==> src/rtl/dram_timing_ctrl.sv <==
// DRAM timing controller: per-command countdowns that pulse *_done when a
// constraint is met, plus a free-running refresh-interval request.

module dram_timing_cnt #(
  parameter int unsigned T = 4
) (
  input  logic CLK,
  input  logic nRST,
  input  logic cmd,
  output logic done
);

  localparam int unsigned W = $clog2(T + 1);
  localparam logic [W-1:0] LOAD = W'(T - 1);
  localparam logic [0:0] IDLE  = 1'b0;
  localparam logic [0:0] COUNT = 1'b1;

  logic [0:0]   state, state_d;
  logic [W-1:0] cnt, cnt_d;
  logic         done_d;

  always_ff @(posedge CLK) begin
    if (!nRST) begin
      state <= IDLE;
      cnt   <= '0;
      done  <= 1'b0;
    end else begin
      state <= state_d;
      cnt   <= cnt_d;
      done  <= done_d;
    end
  end

  // done is registered alongside the state it decodes: high while COUNT holds zero
  always_comb begin
    state_d = state;
    cnt_d   = cnt;
    case (state)
      IDLE: begin
        if (cmd) begin
          state_d = COUNT;
          cnt_d   = LOAD;
        end
      end
      COUNT: begin
        if (cmd) begin
          cnt_d = LOAD;
        end else if (cnt == '0) begin
          state_d = IDLE;
        end else begin
          cnt_d = cnt - W'(1);
        end
      end
      default: state_d = IDLE;
    endcase
    done_d = (state_d == COUNT) && (cnt_d == '0);
  end

endmodule

module dram_timing_ctrl #(
  parameter int unsigned T_ACT  = 4,
  parameter int unsigned T_WR   = 6,
  parameter int unsigned T_RD   = 5,
  parameter int unsigned T_PRE  = 4,
  parameter int unsigned T_REF  = 20,
  parameter int unsigned T_REFI = 200
) (
  input  logic CLK,
  input  logic nRST,
  input  logic cmd_act,
  input  logic cmd_wr,
  input  logic cmd_rd,
  input  logic cmd_pre,
  input  logic cmd_ref,
  output logic tACT_done,
  output logic tWR_done,
  output logic tRD_done,
  output logic tPRE_done,
  output logic tREF_done,
  output logic rf_req
);

  localparam int unsigned RW = $clog2(T_REFI);
  localparam logic [RW-1:0] REFI_LAST = RW'(T_REFI - 1);

  logic [RW-1:0] refi_cnt, refi_cnt_d;
  logic          rf_req_d;

  dram_timing_cnt #(.T(T_ACT)) u_act (.CLK(CLK), .nRST(nRST), .cmd(cmd_act), .done(tACT_done));
  dram_timing_cnt #(.T(T_WR))  u_wr  (.CLK(CLK), .nRST(nRST), .cmd(cmd_wr),  .done(tWR_done));
  dram_timing_cnt #(.T(T_RD))  u_rd  (.CLK(CLK), .nRST(nRST), .cmd(cmd_rd),  .done(tRD_done));
  dram_timing_cnt #(.T(T_PRE)) u_pre (.CLK(CLK), .nRST(nRST), .cmd(cmd_pre), .done(tPRE_done));
  dram_timing_cnt #(.T(T_REF)) u_ref (.CLK(CLK), .nRST(nRST), .cmd(cmd_ref), .done(tREF_done));

  always_ff @(posedge CLK) begin
    if (!nRST) begin
      refi_cnt <= '0;
      rf_req   <= 1'b0;
    end else begin
      refi_cnt <= refi_cnt_d;
      rf_req   <= rf_req_d;
    end
  end

  // A wrap outranks a same-cycle REF: a fresh interval has just elapsed
  always_comb begin
    refi_cnt_d = refi_cnt + RW'(1);
    rf_req_d   = rf_req;
    if (refi_cnt == REFI_LAST) begin
      refi_cnt_d = '0;
      rf_req_d   = 1'b1;
    end else if (cmd_ref) begin
      rf_req_d = 1'b0;
    end
  end

endmodule

==> config.mk <==
export PLATFORM = sky130hd
export DESIGN_NAME = dram_timing_ctrl
export DESIGN_NICKNAME = d
export VERILOG_FILES = /design/src/rtl/dram_timing_ctrl.sv
export SDC_FILE = /design/constraint.sdc
export NUM_CORES = 1
export LEC_CHECK = 0
export BUFFER_PORTS_ARGS = -buffer_cell sky130_fd_sc_hd__buf_4
export CAP_MARGIN = 5
export CORE_ASPECT_RATIO = 0.75
export CORE_MARGIN = 10
export CORE_UTILIZATION = 62
export CTS_CLUSTER_SIZE = 12
export DETAILED_ROUTE_END_ITERATION = 6
export PLACE_DENSITY = 0.81
export SLEW_MARGIN = 20
export SYNTH_ARGS = -nofsm -noshare
export SYNTH_HDL_FRONTEND = slang
export SYNTH_SLANG_ARGS = --single-unit
==> constraint.sdc <==
create_clock -name CLK -period 3.2 [get_ports CLK]
set_input_delay 0.48 -clock CLK [delete_from_list [all_inputs] [get_ports CLK]]
set_output_delay 0.48 -clock CLK [all_outputs]
set_load 0.02 [all_outputs]
==> results.md, run 1 <==
* CTS max path bufs at 2
* Gr usage total at between 10% and 20%
* Pin count of the biggest net entering global routing at 25
* Fraction of layout cells with a size suffix above 1 at between 10% and 20%
* Via count at between 1000 and 1500
* Most frequent cells in the layout: 36 x dfxtp_1, 19 x inv_1, 15 x nor2_1
* Clk_skew at ~0.0053 ns
* Initial antenna violation count at 0
* Post-synth EDFFs at 0
* PwrDens at roughly 470 nW/um2
* Slew headroom at 61.5%
* GPL Wtd Cong at 0.827
* Worst-Skew Late Latency at 0.34 ns
* Max frequency at 0.587 GHz
* Register bit total from synthesis at 36
* Initial Util at between 60% and 70%
* Detailed placement HPWL at roughly 2100 um
* Synth top area share at between 40% and 50%
* Post-CTS Setup Repair Bufs at 0
* Sequential-to-total area share from yosys stat at 44.3%
* Synth-to-layout area growth at 11.3%
* Worst slew pin tran at 0.573 ns
* Asr flop ratio synth at 0%
* CP bufs+invs at 2
* Switching share of power at 26.2%
* RR Startpoint: u_ref.cnt[0]
* Leak Pwr at 0.755 nW
* Count of final hold-check violations at 0
* CTS Root Cell: clkbuf_4
* NetSw at 0.225 mW
* CP delay by family, top: compound AO/OA/AOI/OAI gates
* Crit Path Class: flop to flop
* Htree depth at 2
* Post-Syn Area at 1630 um2
* Worst EP arrival at 1.99 ns
* Ys Warns at 0
* R2R depth at 6
* Core Util, Final at 75.4%
* Drt wl/cell at between 10 and 15 um
* Slew Viols, Final at 0
* Internal Power at approximately 0.63 mW
* Cell taking the most area after synthesis: dfxtp_1
* Hold depth at 2
* Flop pwr share at between 50 and 60%
* Cell Rows at 15
* Chip width at 79.1 um
* Die Area at roughly 5100 um2
* DRT iter0 DRCs at 52
* Main synth FF type: dfxtp_1
* Dominant cells by area after synthesis: dfxtp_1 44%, ha_1 9.2%, o21a_1 4.6%
* Critical Path RT at 3.48 ns
* Grt ovf at 0
* Cts bufs inserted at 5
* Clock transition at the registers of the reported paths at 0.10 ns
* Clk pwr share at 29.5%
* Pre-CTS setup slack at 1.53 ns
* DRT antenna net count at 0
* Gate power share at 13.9%
* Crit-path max cell delay at 0.50 ns
* Status: finished clean
* Drt first pass iters at 4
* Syn Area/Cell at 9.35 um2
* Syn Inst Count at 174
* Period minus WS final at between 1.5 and 2 ns
* Clock tree from TritonCTS: done
* Hold crit path type: input pin to flop
* DRC violations left at 0
* Critical-path cell list: inv_1 > ha_1 > inv_2 > o41ai_4 > mux2i_1 > and4_1
* Total of max-cap violations at 0
* Hold_ws at between 0.3 and 0.4 ns
* Worst hold endpoint: u_rd.state
* Buffers on Ports at 12
* Final net count at 210
* Io pins at 13
* Setup violations, final at 0
* Unrepaired setup endpoints after global routing: no
* Critical Path End Type: flop
* Worst-path fanout max at 4
* Hold path start: cmd_rd
* Die Y at 64.4 um
* Routed wire length at 2880 um
* Max IR drop VDD at 0.000346 V
* Reg2Reg Setup Slack at 1.50 ns
* Setup total negative slack at 0 ns
* Setup ws final at around 1.5 ns
* Vias in the first global route at 1138
* Critical path's slowest cell: o41ai_4
* Core area at 2400 um2
* Tcrit/Tclk final at between 50% and 60%
* Number of antenna diodes at 0
* Number of hold buffers added after CTS at 0
* Worst reg2reg path endpoint: u_ref.done
* Mapped Nets at 193
* Post-cts resize count at 0
* Commonest non-fill, non-tap cell in the layout: dfxtp_1
* First-pass GRT wire length at a little under 5000 um
* Netlist cell types at 33
* Clock Sinks at 36
* Via density per instance at 5.21
* Crit start category: flop
==> cell type report <==
type / instances / area, um2
multi-input cells: 116 / 823
flip-flops and latches: 36 / 721
fillers: 188 / 592
repair buffers: 12 / 90.1
inverters: 20 / 75.1
clock buffers: 8 / 58.8
well taps: 34 / 42.5
==> logic make-up (layout without fill, tap and decap cells) <==
kind of cell	after synthesis	in the layout	share of synthesized area (%)
AO/OA/AOI/OAI	32	32	14.3
XOR/XNOR	11	11	5.92
adder cells (fa/ha/maj)	12	12	9.23
AND/OR/NAND/NOR	56	56	18.1
multiplexers	5	5	3.08
buffers and inverters	22	40	5.08
flip-flops	36	36	44.3
==> power by group through the flow <==
stage	Sequential [mW]	Clock [mW]	Combinational, mW
after floorplan	0.493	0	0.0890
after detailed placement	0.496	0	0.118
after global routing	0.490	0.282	0.134
after CTS	0.486	0.261	0.119
final	0.486	0.254	0.119
after global placement	0.495	0	0.110
==> worst reg2reg max path, cell delays in order (launching register included) <==
cell,delay (ns)
dfxtp_1,0.33
inv_1,0.09
ha_1,0.22
inv_2,0.07
o41ai_4,0.50
mux2i_1,0.25
and4_1,0.19
==> per-stage QoR <==
step	instance area [um2]	cells	power [mW]
after floorplan	1630	174	0.582
after global placement	1750	218	0.605
after detailed placement	1750	218	0.615
after CTS	1810	226	0.867
after global routing	1810	226	0.906
final	1810	226	0.859
==> how the worst max path moves through the flow <==
stage	from	endpoint	slack, ns	cells past startpoint
6_report	u_ref.cnt[0]	u_ref.done	1.50	6
5_1_grt	u_ref.cnt[0]	u_ref.done	1.34	6
4_1_cts	u_ref.cnt[0]	u_ref.done	1.49	6
3_5_place_dp	u_ref.cnt[0]	u_ref.done	1.53	6
3_3_place_gp	u_ref.cnt[0]	u_ref.done	1.67	6
2_1_floorplan	u_ref.cnt[0]	u_ref.done	1.71	6
==> registers in the layout, indices dropped and copies added, names as in the netlist <==
name         flops
refi_cnt         8
rf_req           1
u_act.cnt        3
u_act.done       1
u_act.state      1
u_pre.cnt        3
u_pre.done       1
u_pre.state      1
u_rd.cnt         3
u_rd.done        1
u_rd.state       1
u_ref.cnt        5
u_ref.done       1
u_ref.state      1
u_wr.cnt         3
u_wr.done        1
u_wr.state       1
==> cells in the mapped netlist (2+ instances only) <==
library cell  count
nor2b_1           3
clkbuf_1          2
dfxtp_1          36
o21ai_0           2
and3_1            2
nor3_1            5
nand3_1           6
nand2b_1          5
xor2_1            4
xnor2_1           7
ha_1             12
and2_1            3
a211oi_1          2
inv_1            19
nor4b_1           3
nand2_1           7
nor2_1           15
a21boi_0          3
a21oi_1          10
mux2i_1           5
a21boi_1          2
o21a_1           10
==> routing by layer <==
layer | up-vias | share of wire, % | routed length (um) | global-route usage [%]
met5 | - | 0 | 0 | 0
met4 | 0 | 1.7 | 48 | 5.36
met1 | 523 | 49 | 1400 | 13.9
li1 | 625 | - | - | -
met3 | 8 | 4.0 | 115 | 5.17
met2 | 21 | 46 | 1320 | 19.6
Power figures use the tool's default switching activity.
==> run 2: changes to the inputs <==
Settings changed: ABC_AREA set to 1, CORE_UTILIZATION 62 to 58, PLACE_DENSITY 0.81 to 0.76.
Clock period 3.2 ns to 1.6 ns, I/O delays scaled along.
==> run 2 against run 1 <==
Against the previous run:
- combinational power grew 100%
- via count rose by 22%
- synthesized cell count is 29% higher
- worst setup slack lost 1.4 ns
- synthesized area increased by 2.2%
- sequential cell count stayed put
- non-clock buffer count is the same
- routed wire length up 12%
- maximum frequency is 17% higher
==> results.md, run 2 <==
* Via density per instance at 5.13 (-1.5%)
* DRC violations left at 0 (unchanged)
* Tcrit/Tclk final at 90.9% (+38 points)
* GPL Wtd Cong at 0.842 (+1.8%)
* Number of hold buffers added after CTS at 0 (unchanged)
* Detailed placement HPWL at 2350 um (+9.5%)
* Grt met2 use at 21.9% (+2.3 points)
* Clk_skew at 0.00463 ns (-0.000661 ns)
* Hold crit path type: input pin to flop
* Post-synthesis simple-gate area fraction at 28.5% (+10 points)
* Total of max-cap violations at 0 (unchanged)
* Buffers on Ports at 12 (unchanged)
* DRT iter0 DRCs at 129 (+150%)
* Worst-Skew Late Latency at 0.29 ns (-0.05 ns)
* Crit-path max cell delay at 0.33 ns (-0.17 ns)
* Die Area at 5430 um2 (+6.6%)
* Pin count of the biggest net entering global routing at 17 (-32%)
* Critical path's slowest cell: dfxtp_1
* Asr flop ratio synth at 0% (unchanged)
* Unrepaired setup endpoints after global routing: no
* Setup total negative slack at 0 ns (unchanged)
* Htree depth at 2 (unchanged)
* Slew Viols, Final at 0 (unchanged)
* Initial antenna violation count at 0 (unchanged)
* Post-Synth XOR/XNOR Area at 0% (-5.9 points)
* Syn Inst Count at 225 (+29%)
* Via count at 1431 (+22%)
* Critical-path cell list: inv_1 > ha_1 > ha_1 > inv_1 > nand2_1 > nand2_1 > nand3_1 > nor4_1
* Final net count at 261 (+24%)
* First-pass GRT wire length at 5440 um (+10%)
* Clock Sinks at 36 (unchanged)
* Pre-CTS setup slack at 0.172 ns (-1.36 ns)
* Ys Warns at 0 (unchanged)
* Synth top area share at 43.4% (-0.93 points)
* Crit Path Class: flop to flop
* Reg with most FFs: refi_cnt
* CTS Root Cell: clkbuf_8
* Number of antenna diodes at 0 (unchanged)
* Met3 Use GR at 3.94% (-1.2 points)
* Max IR drop VDD at 0.000633 V (+83%)
* PwrDens at 1060 nW/um2 (+120%)
* Gr usage total at 12.8% (+0.56 points)
* Clock transition at the registers of the reported paths at 0.07 ns (-0.03 ns)
* Max frequency at 0.688 GHz (+17%)
* Drt first pass iters at 4 (unchanged)
* Post-Syn Area at 1660 um2 (+2.2%)
* Vias in the first global route at 1318 (+16%)
* Worst slew pin tran at 0.524 ns (-0.0483 ns)
* Register bit total from synthesis at 36 (unchanged)
* Max reg flops at 8 (unchanged)
* Biggest regs: refi_cnt x8, u_ref.cnt x5
* Core area at 2680 um2 (+12%)
* Slew headroom at 65.0% (+3.5 points)
* Grt ovf at 0 (unchanged)
* Initial Util at 61.9% (-5.8 points)
* Critical Path End Type: flop
* Count of final hold-check violations at 0 (unchanged)
* Mapped Nets at 244 (+26%)
* Main synth FF type: dfxtp_1
* Cell taking the most area after synthesis: dfxtp_1
* Synth-to-layout area growth at 14.0%
* DRT antenna net count at 0 (unchanged)
* Post-synth EDFFs at 0 (unchanged)
* Chip width at 81.8 um (+3.4%)
* Io pins at 13 (unchanged)
* Global routing met1 resource utilization at 13.5% (-0.41 points)
* Mux cell area share after synthesis at 0% (-3.1 points)
* Status: finished clean
* Largest family of logic cells by synthesized area: simple AND/OR/NAND/NOR gates
* Drt wl/cell at 11.5 um (-9.6%)
* Setup violations, final at 0 (unchanged)
* Most common cell in the netlist: inv_1
* Worst EP arrival at 1.66 ns (-0.33 ns)
* Commonest non-fill, non-tap cell in the layout: inv_1
* Die Y at 66.4 um (+3.1%)
* CTS max path bufs at 2 (unchanged)
* Sequential-to-total area share from yosys stat at 43.4% (-0.93 points)
* Worst-path fanout max at 2 (-2)
* Most frequent cells in the layout: 47 x inv_1, 38 x nand2_1, 36 x dfxtp_1
* Fraction of layout cells with a size suffix above 1 at 10.7% (-0.24 points)
* Cell Rows at 16 (+1)
* Dominant cells by area after synthesis: dfxtp_1 43%, inv_1 11%, ha_1 9.0%
* Crit start category: flop
* Synth Area in Compound Gates at 7.61% (-6.7 points)
* Critical Path RT at 1.80 ns (-1.68 ns)
* Gr busiest metal: met2
* Netlist cell types at 25 (-24%)
* Clock tree from TritonCTS: done
* Post-cts resize count at 0 (unchanged)
* Cts bufs inserted at 5 (unchanged)
* Leak Pwr at 0.928 nW (+23%)
* Post-CTS Setup Repair Bufs at 0 (unchanged)
* Syn Area/Cell at 7.38 um2 (-21%)
* Routed wire length at 3220 um (+12%)
* Reg2Reg Setup Slack at 0.15 ns (-1.35 ns)
* Post-Synth Adder-Cell Area at 9.04% (-0.19 points)
* Period minus WS final at 1.45 ns (-0.249 ns)
* Synth top cells by count: 47 x inv_1, 38 x nand2_1, 36 x dfxtp_1
* Setup ws final at 0.146 ns (-1.35 ns)
-- run 2: worst paths after layout --
path,start,endpoint,cells after the start
min reg2reg,refi_cnt[0],refi_cnt[0],1
max,u_act.cnt[0],u_act.done,8
max reg2reg,u_act.cnt[0],u_act.done,8
min,cmd_act,u_act.cnt[2],2
-- run 2: where the power goes --
group          switching, mW  internal, mW  total (mW)
sequential            0.0328         0.943       0.976
clock                  0.320         0.462       0.783
combinational          0.149        0.0937       0.243
-- run 2: layer usage --
metal | up-vias | share of wire [%]
li1 | 739 | -
met3 | 12 | 6.7
met5 | - | 0
met1 | 641 | 42
met4 | 0 | 2.7
met2 | 39 | 48
-- run 2: metrics by stage --
| step | power (mW) | instance area (um2) | std cells | utilization (%) | hold slack, ns |
|---|---|---|---|---|---|
| 2_1_floorplan | 1.17 | 1660 | 225 | - | 0.319 |
| 3_3_place_gp | 1.22 | 1790 | 271 | 66.6 | 0.431 |
| 3_5_place_dp | 1.24 | 1790 | 271 | 66.6 | 0.444 |
| 4_1_cts | 2.01 | 1890 | 279 | 70.6 | 0.139 |
| 5_1_grt | 2.10 | 1890 | 279 | 70.6 | 0.141 |
| 6_report | 2.00 | 1890 | 279 | 70.6 | 0.141 |
-- run 2: kinds of logic after synthesis --
| logic type | count (synthesis) |
|---|---|
| and+or+nand+nor | 105 |
| buffers and inverters | 50 |
| DFF | 36 |
| AOI/OAI and AO/OA | 22 |
| adders and majority gates | 12 |
-- run 2: critical path, delay by kind of cell (launching register included) --
family                   cells  cell delay (ns)
flip-flops                   1             0.33
adder cells (fa/ha/maj)      2             0.42
AND/OR/NAND/NOR              4             0.51
buffers and inverters        2             0.11
-- run 2: final cells by class --
type	count	area, um2
inverter	48	180
clock inverter	2	35.0
multi-input combinational	139	751
fill	220	788
tap	36	45.0
clock buffer	6	72.6
sequential	36	721
timing repair buffer	12	90.1
